$ cat src/rtl/writeback_if.sv
// rtl/writeback_if.sv - Memory-to-Writeback request bus and Writeback result bus
interface writeback_if;
    // Memory-stage result presented to Writeback
    logic        inbubble;
    logic [31:0] pc;
    logic [31:0] insn;
    logic        write_reg;
    logic [3:0]  write_num;
    logic [31:0] write_data;
    logic        cpsr_wr;
    logic [31:0] cpsr;
    logic        spsr_wr;
    logic [31:0] spsr;

    // Writeback results: register file port, status registers, redirect, trace
    logic        regfile_write_req;
    logic [3:0]  regfile_write;
    logic [31:0] regfile_write_data;
    logic [31:0] outcpsr;
    logic        spsr_write;
    logic [31:0] outspsr;
    logic        jmp;
    logic [31:0] jmppc;
    logic        outbubble;
    logic [31:0] outpc;
    logic [31:0] outinsn;
    logic [31:0] retired;

    modport master (
        output inbubble, pc, insn, write_reg, write_num, write_data,
               cpsr_wr, cpsr, spsr_wr, spsr,
        input  regfile_write_req, regfile_write, regfile_write_data, outcpsr,
               spsr_write, outspsr, jmp, jmppc, outbubble, outpc, outinsn, retired
    );

    modport slave (
        input  inbubble, pc, insn, write_reg, write_num, write_data,
               cpsr_wr, cpsr, spsr_wr, spsr,
        output regfile_write_req, regfile_write, regfile_write_data, outcpsr,
               spsr_write, outspsr, jmp, jmppc, outbubble, outpc, outinsn, retired
    );
endinterface

$ cat src/rtl/writeback.sv
// rtl/writeback.sv - commit stage: register/CPSR/SPSR writeback, PC redirect, retire trace
module writeback #(
    parameter logic [31:0] RESET_CPSR    = 32'h000000D3,
    parameter int unsigned SQUASH_CYCLES = 2
) (
    input  logic        clk,
    input  logic        Nrst,
    writeback_if.slave  bus
);
    // Counter wide enough to hold SQUASH_CYCLES (at least one bit so 0 still builds)
    localparam int unsigned SQW = (SQUASH_CYCLES < 2) ? 1 : $clog2(SQUASH_CYCLES + 1);
    localparam logic [SQW-1:0] SQ_LOAD = SQW'(SQUASH_CYCLES);

    logic [SQW-1:0] squash_q, squash_d;
    logic           regfile_write_req_q, regfile_write_req_d;
    logic [3:0]     regfile_write_q, regfile_write_d;
    logic [31:0]    regfile_write_data_q, regfile_write_data_d;
    logic [31:0]    outcpsr_q, outcpsr_d;
    logic           spsr_write_q, spsr_write_d;
    logic [31:0]    outspsr_q, outspsr_d;
    logic           jmp_q, jmp_d;
    logic [31:0]    jmppc_q, jmppc_d;
    logic           outbubble_q, outbubble_d;
    logic [31:0]    outpc_q, outpc_d;
    logic [31:0]    outinsn_q, outinsn_d;
    logic [31:0]    retired_q, retired_d;

    logic commit;
    logic pc_write;

    // An instruction commits only when valid and no redirect shadow is active;
    // a write to r15 is a branch, never a register-file write.
    assign commit   = !bus.inbubble && (squash_q == '0);
    assign pc_write = bus.write_reg && (bus.write_num == 4'd15);

    // Next-state: strobes pulse for one cycle on commit, architectural values hold otherwise
    always_comb begin
        squash_d             = squash_q;
        regfile_write_req_d  = 1'b0;
        regfile_write_d      = regfile_write_q;
        regfile_write_data_d = regfile_write_data_q;
        outcpsr_d            = outcpsr_q;
        spsr_write_d         = 1'b0;
        outspsr_d            = outspsr_q;
        jmp_d                = 1'b0;
        jmppc_d              = jmppc_q;
        outbubble_d          = 1'b1;
        outpc_d              = outpc_q;
        outinsn_d            = outinsn_q;
        retired_d            = retired_q;

        if (squash_q != '0) begin
            squash_d = squash_q - 1'b1;
        end

        if (commit) begin
            outbubble_d = 1'b0;
            outpc_d     = bus.pc;
            outinsn_d   = bus.insn;
            retired_d   = retired_q + 32'd1;

            if (bus.write_reg && !pc_write) begin
                regfile_write_req_d  = 1'b1;
                regfile_write_d      = bus.write_num;
                regfile_write_data_d = bus.write_data;
            end

            if (pc_write) begin
                jmp_d    = 1'b1;
                jmppc_d  = {bus.write_data[31:2], 2'b00};
                squash_d = SQ_LOAD;
            end

            if (bus.cpsr_wr) begin
                outcpsr_d = bus.cpsr;
            end

            if (bus.spsr_wr) begin
                spsr_write_d = 1'b1;
                outspsr_d    = bus.spsr;
            end
        end
    end

    // State register with asynchronous reset to the power-up architectural state
    always_ff @(posedge clk or negedge Nrst) begin
        if (!Nrst) begin
            squash_q             <= '0;
            regfile_write_req_q  <= 1'b0;
            regfile_write_q      <= 4'd0;
            regfile_write_data_q <= 32'd0;
            outcpsr_q            <= RESET_CPSR;
            spsr_write_q         <= 1'b0;
            outspsr_q            <= 32'd0;
            jmp_q                <= 1'b0;
            jmppc_q              <= 32'd0;
            outbubble_q          <= 1'b1;
            outpc_q              <= 32'd0;
            outinsn_q            <= 32'd0;
            retired_q            <= 32'd0;
        end else begin
            squash_q             <= squash_d;
            regfile_write_req_q  <= regfile_write_req_d;
            regfile_write_q      <= regfile_write_d;
            regfile_write_data_q <= regfile_write_data_d;
            outcpsr_q            <= outcpsr_d;
            spsr_write_q         <= spsr_write_d;
            outspsr_q            <= outspsr_d;
            jmp_q                <= jmp_d;
            jmppc_q              <= jmppc_d;
            outbubble_q          <= outbubble_d;
            outpc_q              <= outpc_d;
            outinsn_q            <= outinsn_d;
            retired_q            <= retired_d;
        end
    end

    assign bus.regfile_write_req  = regfile_write_req_q;
    assign bus.regfile_write      = regfile_write_q;
    assign bus.regfile_write_data = regfile_write_data_q;
    assign bus.outcpsr            = outcpsr_q;
    assign bus.spsr_write         = spsr_write_q;
    assign bus.outspsr            = outspsr_q;
    assign bus.jmp                = jmp_q;
    assign bus.jmppc              = jmppc_q;
    assign bus.outbubble          = outbubble_q;
    assign bus.outpc              = outpc_q;
    assign bus.outinsn            = outinsn_q;
    assign bus.retired            = retired_q;
endmodule

$ cat src/flat_wrapper.sv
// flat-port wrapper written by rule: the top's interface ports become plain ports
module writeback_flat 
#(
    parameter logic [31:0] RESET_CPSR    = 32'h000000D3,
    parameter int unsigned SQUASH_CYCLES = 2
)
  (clk, Nrst, bus_inbubble, bus_pc, bus_insn, bus_write_reg, bus_write_num, bus_write_data, bus_cpsr_wr, bus_cpsr, bus_spsr_wr, bus_spsr, bus_regfile_write_req, bus_regfile_write, bus_regfile_write_data, bus_outcpsr, bus_spsr_write, bus_outspsr, bus_jmp, bus_jmppc, bus_outbubble, bus_outpc, bus_outinsn, bus_retired);
  writeback_if bus_i ();
  input  logic clk;
  input  logic Nrst;
  input wire logic [$bits(bus_i.inbubble)-1:0] bus_inbubble;
  input wire logic [$bits(bus_i.pc)-1:0] bus_pc;
  input wire logic [$bits(bus_i.insn)-1:0] bus_insn;
  input wire logic [$bits(bus_i.write_reg)-1:0] bus_write_reg;
  input wire logic [$bits(bus_i.write_num)-1:0] bus_write_num;
  input wire logic [$bits(bus_i.write_data)-1:0] bus_write_data;
  input wire logic [$bits(bus_i.cpsr_wr)-1:0] bus_cpsr_wr;
  input wire logic [$bits(bus_i.cpsr)-1:0] bus_cpsr;
  input wire logic [$bits(bus_i.spsr_wr)-1:0] bus_spsr_wr;
  input wire logic [$bits(bus_i.spsr)-1:0] bus_spsr;
  output wire logic [$bits(bus_i.regfile_write_req)-1:0] bus_regfile_write_req;
  output wire logic [$bits(bus_i.regfile_write)-1:0] bus_regfile_write;
  output wire logic [$bits(bus_i.regfile_write_data)-1:0] bus_regfile_write_data;
  output wire logic [$bits(bus_i.outcpsr)-1:0] bus_outcpsr;
  output wire logic [$bits(bus_i.spsr_write)-1:0] bus_spsr_write;
  output wire logic [$bits(bus_i.outspsr)-1:0] bus_outspsr;
  output wire logic [$bits(bus_i.jmp)-1:0] bus_jmp;
  output wire logic [$bits(bus_i.jmppc)-1:0] bus_jmppc;
  output wire logic [$bits(bus_i.outbubble)-1:0] bus_outbubble;
  output wire logic [$bits(bus_i.outpc)-1:0] bus_outpc;
  output wire logic [$bits(bus_i.outinsn)-1:0] bus_outinsn;
  output wire logic [$bits(bus_i.retired)-1:0] bus_retired;
  assign bus_i.inbubble = bus_inbubble;
  assign bus_i.pc = bus_pc;
  assign bus_i.insn = bus_insn;
  assign bus_i.write_reg = bus_write_reg;
  assign bus_i.write_num = bus_write_num;
  assign bus_i.write_data = bus_write_data;
  assign bus_i.cpsr_wr = bus_cpsr_wr;
  assign bus_i.cpsr = bus_cpsr;
  assign bus_i.spsr_wr = bus_spsr_wr;
  assign bus_i.spsr = bus_spsr;
  assign bus_regfile_write_req = bus_i.regfile_write_req;
  assign bus_regfile_write = bus_i.regfile_write;
  assign bus_regfile_write_data = bus_i.regfile_write_data;
  assign bus_outcpsr = bus_i.outcpsr;
  assign bus_spsr_write = bus_i.spsr_write;
  assign bus_outspsr = bus_i.outspsr;
  assign bus_jmp = bus_i.jmp;
  assign bus_jmppc = bus_i.jmppc;
  assign bus_outbubble = bus_i.outbubble;
  assign bus_outpc = bus_i.outpc;
  assign bus_outinsn = bus_i.outinsn;
  assign bus_retired = bus_i.retired;
  writeback #(.RESET_CPSR(RESET_CPSR), .SQUASH_CYCLES(SQUASH_CYCLES)) u_core (.clk(clk), .Nrst(Nrst), .bus(bus_i));
endmodule
$ cat config.mk
export PLATFORM = sky130hd
export DESIGN_NAME = writeback_flat
export DESIGN_NICKNAME = d
export VERILOG_FILES = /design/src/rtl/writeback_if.sv /design/src/rtl/writeback.sv /design/src/flat_wrapper.sv
export SDC_FILE = /design/constraint.sdc
export NUM_CORES = 1
export LEC_CHECK = 0
export CORE_AREA = 5 5 155 157
export CTS_BUF_LIST = sky130_fd_sc_hd__clkbuf_16
export CTS_CLUSTER_DIAMETER = 120
export DETAILED_ROUTE_END_ITERATION = 16
export DIE_AREA = 0 0 160 162
export GPL_TIMING_DRIVEN = 0
export PLACE_DENSITY = 0.77
export SLEW_MARGIN = 40
export SYNTH_ARGS = -nofsm -noshare
export SYNTH_HDL_FRONTEND = slang
export SYNTH_SLANG_ARGS = --single-unit
$ cat constraint.sdc
create_clock -name clk -period 2.65 [get_ports clk]
set_input_delay 0.795 -clock clk [delete_from_list [all_inputs] [get_ports clk]]
set_output_delay 0.795 -clock clk [all_outputs]
set_load 0.03 [all_outputs]
After elaboration in Yosys (flattened, before gate mapping)
Cells that the tools add are included.
- bits in registers: 232
- output and inout bits: 232
- logic and storage cells: 37
- bits of input ports: 170
- equality and inequality tests: 1
- reductions and logical operators: 11
- add/subtract/negate cells: 2
- multiplexer cells: 10
- operator list (operator ; count):
    adder 32 x 1 -> 32 bit, second input constant ; 1
    AND reduction 2 bit ; 4
    two-way mux 1 bit ; 7
    two-way mux 2 bit ; 3
    == test 4 bit, second input constant ; 1
    logical AND 1 bit ; 3
    logical NOT 1 bit ; 2
    logical NOT 2 bit ; 1
    nonzero test 2 bit ; 1
    subtractor 2 x 1 -> 2 bit, second input constant ; 1

Depth between registers and ports, before layout
Gate-level depths: netlist of run 1.
- depth in word-level cells: 6
- mapped depth: 6
- gate-level depth less buffers: 5

Worst setup path before layout of run 1
Ideal clock, no wire load.
- path type: input-to-reg
- start: input port bus_inbubble
- end: register u_core.jmppc_q[10] (netlist: u_core.bus.jmppc[10])
- arrival time: 1.993 ns
- library setup time: 0.125 ns
- cell stages on the path: 5
- path buffers: 1
- data required time: 2.525 ns
- slack: 0.532 ns
- cell sequence: nor3_4 nand2_1 nor2_1 buf_2 mux2_2
- word-level cells in the longest chain between the ends: 3
- RTL lines (element ; line ; text):
    start: declaration ; flat_wrapper.sv:11 ; input wire logic [$bits(bus_i.inbubble)-1:0] bus_inbubble;
    logical NOT 1 bit ; writeback.sv:33 ; assign commit = !bus.inbubble && (squash_q == '0);
    logical AND 1 bit ; writeback.sv:33 ;
    AND reduction 2 bit (no source line) ; -- ;
    end signal: assignment ; writeback.sv:110 ; jmppc_q <= jmppc_d;
    end: declaration ; writeback.sv:22 ; logic [31:0] jmppc_q, jmppc_d;
No other way between the ends.
A chain may end at the register's enable or synchronous reset.

Worst setup path after layout of run 1
- start: register u_core.outcpsr_q[0] (netlist: u_core.bus.outcpsr[0])
- end: output port bus_outcpsr[0]
- RTL lines (element ; line ; text):
    start: declaration ; writeback.sv:18 ; logic [31:0] outcpsr_q, outcpsr_d;
    start signal: assignment ; writeback.sv:106 ; outcpsr_q <= outcpsr_d;
    end: declaration ; flat_wrapper.sv:24 ; output wire logic [$bits(bus_i.outcpsr)-1:0] bus_outcpsr;
No word-level cell between the ends.

==> flow_summary_export.csv, run 1 <==
group,metric,value,unit
critical_path,arrival,1.76,ns
route,routed_via_density,4.719,
clock_network,clkLatencyLatePin,0.52,ns
power_and_ir_drop,vdd_ir_drop_max,0.0005340,V
timing,worstMarginPinSlew,0.6310,ns
timing,fin_skew,0.009757,ns
route,drc,0,
clock_network,clock_tree.root_cell,"clkbuf_16",
run_status,status,"finished, final reports clean",
logic_synthesis,ys_warn_count,0,
global_routing,grt_pass1_vias,7248,
die,dieWidth,160,um
timing,fmax,0.3915,GHz
route,drtPass1Iterations,4,
clock_network,cts_tree,"yes",
global_routing,grt_max_degree,72,
placed_design,globalplace.congestion,0.8086,
logic_synthesis,yosysSeqAreaShare,0.6592,
route,drtIter0Drc,276,
clock_network,clock_tree.buffer_depth,3,
finish,nets,1290,
finish,final_cell_mix,"398 x clkdlybuf4s50_1, 226 x dfrtp_1, 204 x nand2_1",
die,core_area,0.02237,mm2
global_routing,grt_usage,0.2028,
placed_design,numPortBuffers,399,
critical_path,path_cells,"clkdlybuf4s50_1",
logic_synthesis,avgSynthCellArea,12.89,um2
finish,multi_input_area,0.002870,mm2
timing,relSlewSlack,0.5793,
die,dieArea,0.02592,mm2
critical_path,path_class,"flop to primary output",
timing,setup_viol,0,
critical_path,critPathCaptureType,"primary output",
logic_synthesis,synth_cell_types,33,
timing,hold_viol_final,0,
power_and_ir_drop,power_leakage,6.237,nW
hold_path,hp-class,"primary input to asynchronous set/reset pin",
clock_network,cts.clk_slew.worst_paths,0.06,ns
clock_network,h-tree-depth,1,
route,wire_per_inst,19.05,um
critical_path,cp.depth,1,
critical_path,crit_buf_inv,1,
logic_synthesis,syn_inst,684,
critical_path,critPathRequiredTime,1.86,ns
critical_path,ff2ff_path_depth,7,
finish,fill_cells,1715,
route,wirelength,27.10,mm
flow_run,cap_viol_max_count,0,
finish,design_area,0.01408,mm2
critical_path,cp_top_family,"buffers and inverters",
power_and_ir_drop,power.density,766.3,mW/mm2
timing,slew_violations,0,
finish,final_common_cell,"clkdlybuf4s50_1",
logic_synthesis,ys_ff_latch,232,
clock_network,numCtsBuffers,26,
timing,fin_crit,2.554,ns
clock_network,cts.repair.resized,0,
timing,rsz0062_at_grt,"false",
route,ant_nets,0,
die,start_util,0.3943,
logic_synthesis,syn-cell-area,0.008818,mm2
global_routing,grt-ovfl-total,0,
global_routing,grt_pass1_wl,41.84,mm
global_routing,antenna_found_initial,0,
critical_path,start_kind,"flop",
clock_network,holdBufCountCts,0,
die,pin_count,402,
timing,fin_tns_setup,0,ns
critical_path,cpMaxStageDelayCell,"clkdlybuf4s50_1",
timing,period_share,0.9638,
die,std_cell_rows,55,
finish,seq_area,0.005813,mm2
placed_design,dpl-instance-area,0.01326,mm2
finish,layout-drive-gt1-share,0.1661,
route,num_vias,6715,
die,die_y,162,um
finish,diodes,0,
critical_path,critPathMaxFanout,2,
critical_path,slowest_delay,0.72,ns
placed_design,hpwl,20.74,mm
finish,syn_to_final_growth,59.69,%
clock_network,cts.sink_count,232,
[flip-flops by register name, indices dropped and copies added, names as in the netlist, 2 cells and up]
register,flops
u_core.bus.jmppc,30
u_core.bus.outcpsr,32
u_core.bus.outinsn,32
u_core.bus.outpc,32
u_core.bus.outspsr,32
u_core.bus.regfile_write,4
u_core.bus.regfile_write_data,32
u_core.bus.retired,32
u_core.squash_q,2
[logic make-up after synthesis]
logic type	count (synthesis)	share of synthesized area
AOI/OAI and AO/OA	5	0.004824
xor gates and xnor gates	31	0.03079
adders and majority gates	1	0.001419
buffers and inverters	33	0.01674
DFF	232	0.6592
muxes	126	0.1609
other	1	0.0004252
and+or+nand+nor	255	0.1257
[synth_stat cells, drive strengths merged]
| cell type | number | area, um2 |
|---|---|---|
| nor2b | 2 | 12.51 |
| mux2 | 126 | 1419 |
| o22a | 4 | 35.03 |
| nand3b | 1 | 7.510 |
| buf | 16 | 83.82 |
| and4 | 3 | 26.28 |
| nand2 | 204 | 765.7 |
| nand4 | 11 | 68.82 |
| xnor2 | 26 | 227.7 |
| and3 | 5 | 31.28 |
| nand3 | 14 | 70.07 |
| xor2 | 5 | 43.79 |
| a21o | 1 | 7.510 |
| inv | 2 | 7.500 |
| nor4 | 4 | 61.31 |
| or2 | 1 | 6.260 |
| conb | 1 | 3.750 |
| and2 | 2 | 12.52 |
| dfrtp | 226 | 5655 |
| nand2b | 1 | 6.260 |
| nor3 | 2 | 21.27 |
| clkbuf | 15 | 56.30 |
| dfstp | 6 | 157.7 |
| nor2 | 5 | 18.77 |
| ha | 1 | 12.51 |
[stage by stage]
step / utilization / instances / setup slack, ns / power, mW / hold slack (ns)
3_3_place_gp: 0.5890 / 1369 / -9.194 / 7.493 / 0.4562
3_5_place_dp: 0.5929 / 1372 / -0.6257 / 7.553 / 0.4614
4_1_cts: 0.6293 / 1423 / 0.07362 / 10.92 / 0.1105
6_report: 0.6297 / 1423 / 0.09583 / 10.79 / 0.1284
2_1_floorplan: - / 685 / 0.5319 / 5.935 / 0.4820
5_1_grt: 0.6297 / 1423 / 0.01666 / 11.28 / 0.1216
[layer usage]
metal,vias to the layer above,part of all wire,global-route usage
li1,3129,-,-
met1,3302,0.38,0.2439
met2,220,0.51,0.3530
met3,64,0.069,0.05532
met4,0,0.035,0.07039
met5,-,0,0
[final timing paths]
check                      slack (ns)                   from                                to
min in group clk                 0.47   u_core.bus.outpc[27]              u_core.bus.outpc[27]
max reg2reg                      0.58     u_core.squash_q[0]             u_core.bus.outinsn[5]
max in group asynchronous        1.50                   Nrst              u_core.bus.outbubble
min reg2reg                      0.47   u_core.bus.outpc[27]              u_core.bus.outpc[27]
max                               0.1  u_core.bus.outcpsr[0]                    bus_outcpsr[0]
min                              0.13                   Nrst  u_core.bus.regfile_write_data[6]
[report_power, final]
group	internal, mW	total [mW]	leakage (nW)	switching [mW]
Combinational	1.42	3.12	2.99	1.70
Clock	1.92	3.31	0.417	1.40
Sequential	4.05	4.36	2.83	0.309
Total	7.38	10.8	6.24	3.41
[final cells by class]
class,instances,area share
Multi-Input combinational cell,420,0.2038
Clock inverter,20,0.007641
Buffer,31,0.009951
Sequential cell,232,0.4128
Tap cell,285,0.02532
Timing Repair Buffer,406,0.2920
Clock buffer,27,0.04798
Inverter,2,0.0005331
[what timing repair did]
item,4_1_cts,5_1_grt
setup endpoints to repair,30,0
buffers inserted,4,0
endpoints found under the hold margin,0,0
No activity file was read; power rests on OpenSTA's default activity.
==> run 2: changes to the inputs <==
--- a/config.mk
+++ b/config.mk
@@ -7,11 +7,10 @@
 export LEC_CHECK = 0
 export CORE_AREA = 5 5 155 157
 export CTS_BUF_LIST = sky130_fd_sc_hd__clkbuf_16
-export CTS_CLUSTER_DIAMETER = 120
+export CTS_CLUSTER_DIAMETER = 30
 export DETAILED_ROUTE_END_ITERATION = 16
 export DIE_AREA = 0 0 160 162
-export GPL_TIMING_DRIVEN = 0
-export PLACE_DENSITY = 0.77
+export PLACE_DENSITY_LB_ADDON = 0.15
 export SLEW_MARGIN = 40
 export SYNTH_ARGS = -nofsm -noshare
 export SYNTH_HDL_FRONTEND = slang
==> run 2 against run 1 <==
Power rose by 29%. Via count rose by 1.6%. Maximum frequency rose by 1.5%. Sequential cell count did not move. Critical path type unchanged.
==> flow_summary_export.csv, run 2 (synthesis gave the netlist of run 1 again) <==
group,metric,value,unit
run_status,status,"finished, final reports clean",
clock_network,clkLatencyLatePin,0.53,ns
die,pin_count,402,
timing,hold_viol_final,0,
clock_network,clock_tree.buffer_depth,3,
critical_path,path_class,"flop to primary output",
placed_design,numPortBuffers,399,
critical_path,cp.depth,1,
clock_network,holdBufCountCts,0,
placed_design,globalplace.congestion,0.7904,
timing,relSlewSlack,0.6170,
power_and_ir_drop,power_leakage,6.735,nW
clock_network,clock_tree.root_cell,"clkbuf_16",
clock_network,cts.sink_count,232,
timing,fin_skew,0.01817,ns
timing,slew_violations,0,
finish,syn_to_final_growth,71.51,%
timing,setup_viol,0,
power_and_ir_drop,vdd_ir_drop_max,0.0006398,V
critical_path,r2r_setup_slack,0.93,ns
die,start_util,0.3943,
critical_path,crit_buf_inv,1,
route,drc,0,
hold_path,hp-class,"primary input to asynchronous set/reset pin",
die,dieWidth,160,um
route,num_vias,6825,
critical_path,critPathRequiredTime,1.86,ns
finish,final_cells,1459,
critical_path,critPathCaptureType,"primary output",
timing,fin_tns_setup,0,ns
route,routed_via_density,4.678,
finish,final_cell_mix,"398 x clkdlybuf4s50_1, 226 x dfrtp_1, 204 x nand2_1",
placed_design,hpwl,19.99,mm
clock_network,cts.clk_slew.worst_paths,0.04,ns
global_routing,antenna_found_initial,2,
clock_network,post-cts-setup-buffer-count,0,
finish,final_common_cell,"clkdlybuf4s50_1",
critical_path,cp_top_family,"buffers and inverters",
route,drtPass1Iterations,4,
critical_path,start_kind,"flop",
die,die_y,162,um
timing,period_share,0.9500,
power_and_ir_drop,power,13.96,mW
die,dieArea,0.02592,mm2
critical_path,cpMaxStageDelayCell,"clkdlybuf4s50_1",
timing,fin_crit,2.517,ns
die,std_cell_rows,55,
global_routing,grt_max_degree,72,
critical_path,arrival,1.72,ns
global_routing,grt_pass1_vias,7300,
global_routing,grt_usage,0.2043,
route,wire_per_inst,18.80,um
critical_path,ff2ff_path_depth,7,
timing,fin_ws,0.1325,ns
critical_path,worstReg2RegStart,"u_core.squash_q[1]",
power_and_ir_drop,power.density,922.8,mW/mm2
critical_path,slowest_delay,0.70,ns
finish,nets,1302,
route,drtIter0Drc,269,
clock_network,cts_tree,"yes",
clock_network,h-tree-depth,2,
die,core_area,0.02237,mm2
timing,hold_slack,0.2476,ns
critical_path,startpoint,"u_core.bus.outbubble",
flow_run,cap_viol_max_count,0,
clock_network,cts.repair.resized,0,
route,wirelength,27.43,mm
placed_design,dp_cells,1363,
critical_path,worstReg2RegEnd,"u_core.bus.retired[25]",
timing,worstMarginPinSlew,0.5745,ns
global_routing,grt-ovfl-total,0,
timing,rsz0062_at_grt,"false",
route,ant_nets,0,
critical_path,critPathMaxFanout,1,
critical_path,path_cells,"clkdlybuf4s50_1",
finish,layout-drive-gt1-share,0.2082,
clock_network,numCtsBuffers,51,
global_routing,grt_pass1_wl,41.92,mm
placed_design,post-place-ws,0.1337,ns
timing,fmax,0.3972,GHz
run 2: changes by cell type in the layout (fill, tap and decap cells not counted), moves of 2 or more:
cell and change:
buf_4 +11, buf_2 -13, clkinv_2 +12, diode_2 +2, inv_1 -2, clkbuf_16 +26, buf_12 +8, clkbuf_1 -15
clkinv_1 -2, bufinv_16 +9, buf_16 -3, clkinv_4 +2
run 2: how the worst max path moves through the flow:
stage                                   to
floorplan             u_core.bus.jmppc[10]
global placement    u_core.bus.retired[25]
detailed placement  u_core.bus.retired[25]
CTS                         bus_outcpsr[0]
global route                bus_retired[0]
finish                       bus_outbubble
run 2: metal layers:
layer / GRT usage / wire (um)
met1: 0.2309 / 10210
met2: 0.3565 / 14150
met4: 0.08174 / 807
met5: 0 / 0
met3: 0.07003 / 2258
run 2: cell type report:
cell class	instances	area [um2]
clock buffer	53	1326
inverter	2	7.507
antenna	2	5.005
fill	1709	7241
sequential	232	5813
timing repair buffer	424	4287
clock inverter	41	456.7
tap	285	356.6
multi-input combinational	420	2873
run 2: where the power goes:
part           internal, mW  leakage (nW)  switching (mW)
Sequential             4.06          2.83           0.310
Combinational          1.42          2.99            1.69
Clock                  4.55         0.911            1.92
Total                  10.0          6.74            3.93
run 2: stage by stage:
stage                     cell area, um2  utilization
after floorplan                     8822            -
after global placement             13330       0.5959
after detailed placement           13330       0.5959
final                              15120       0.6763
after CTS                          15110       0.6756
after global routing               15120       0.6763
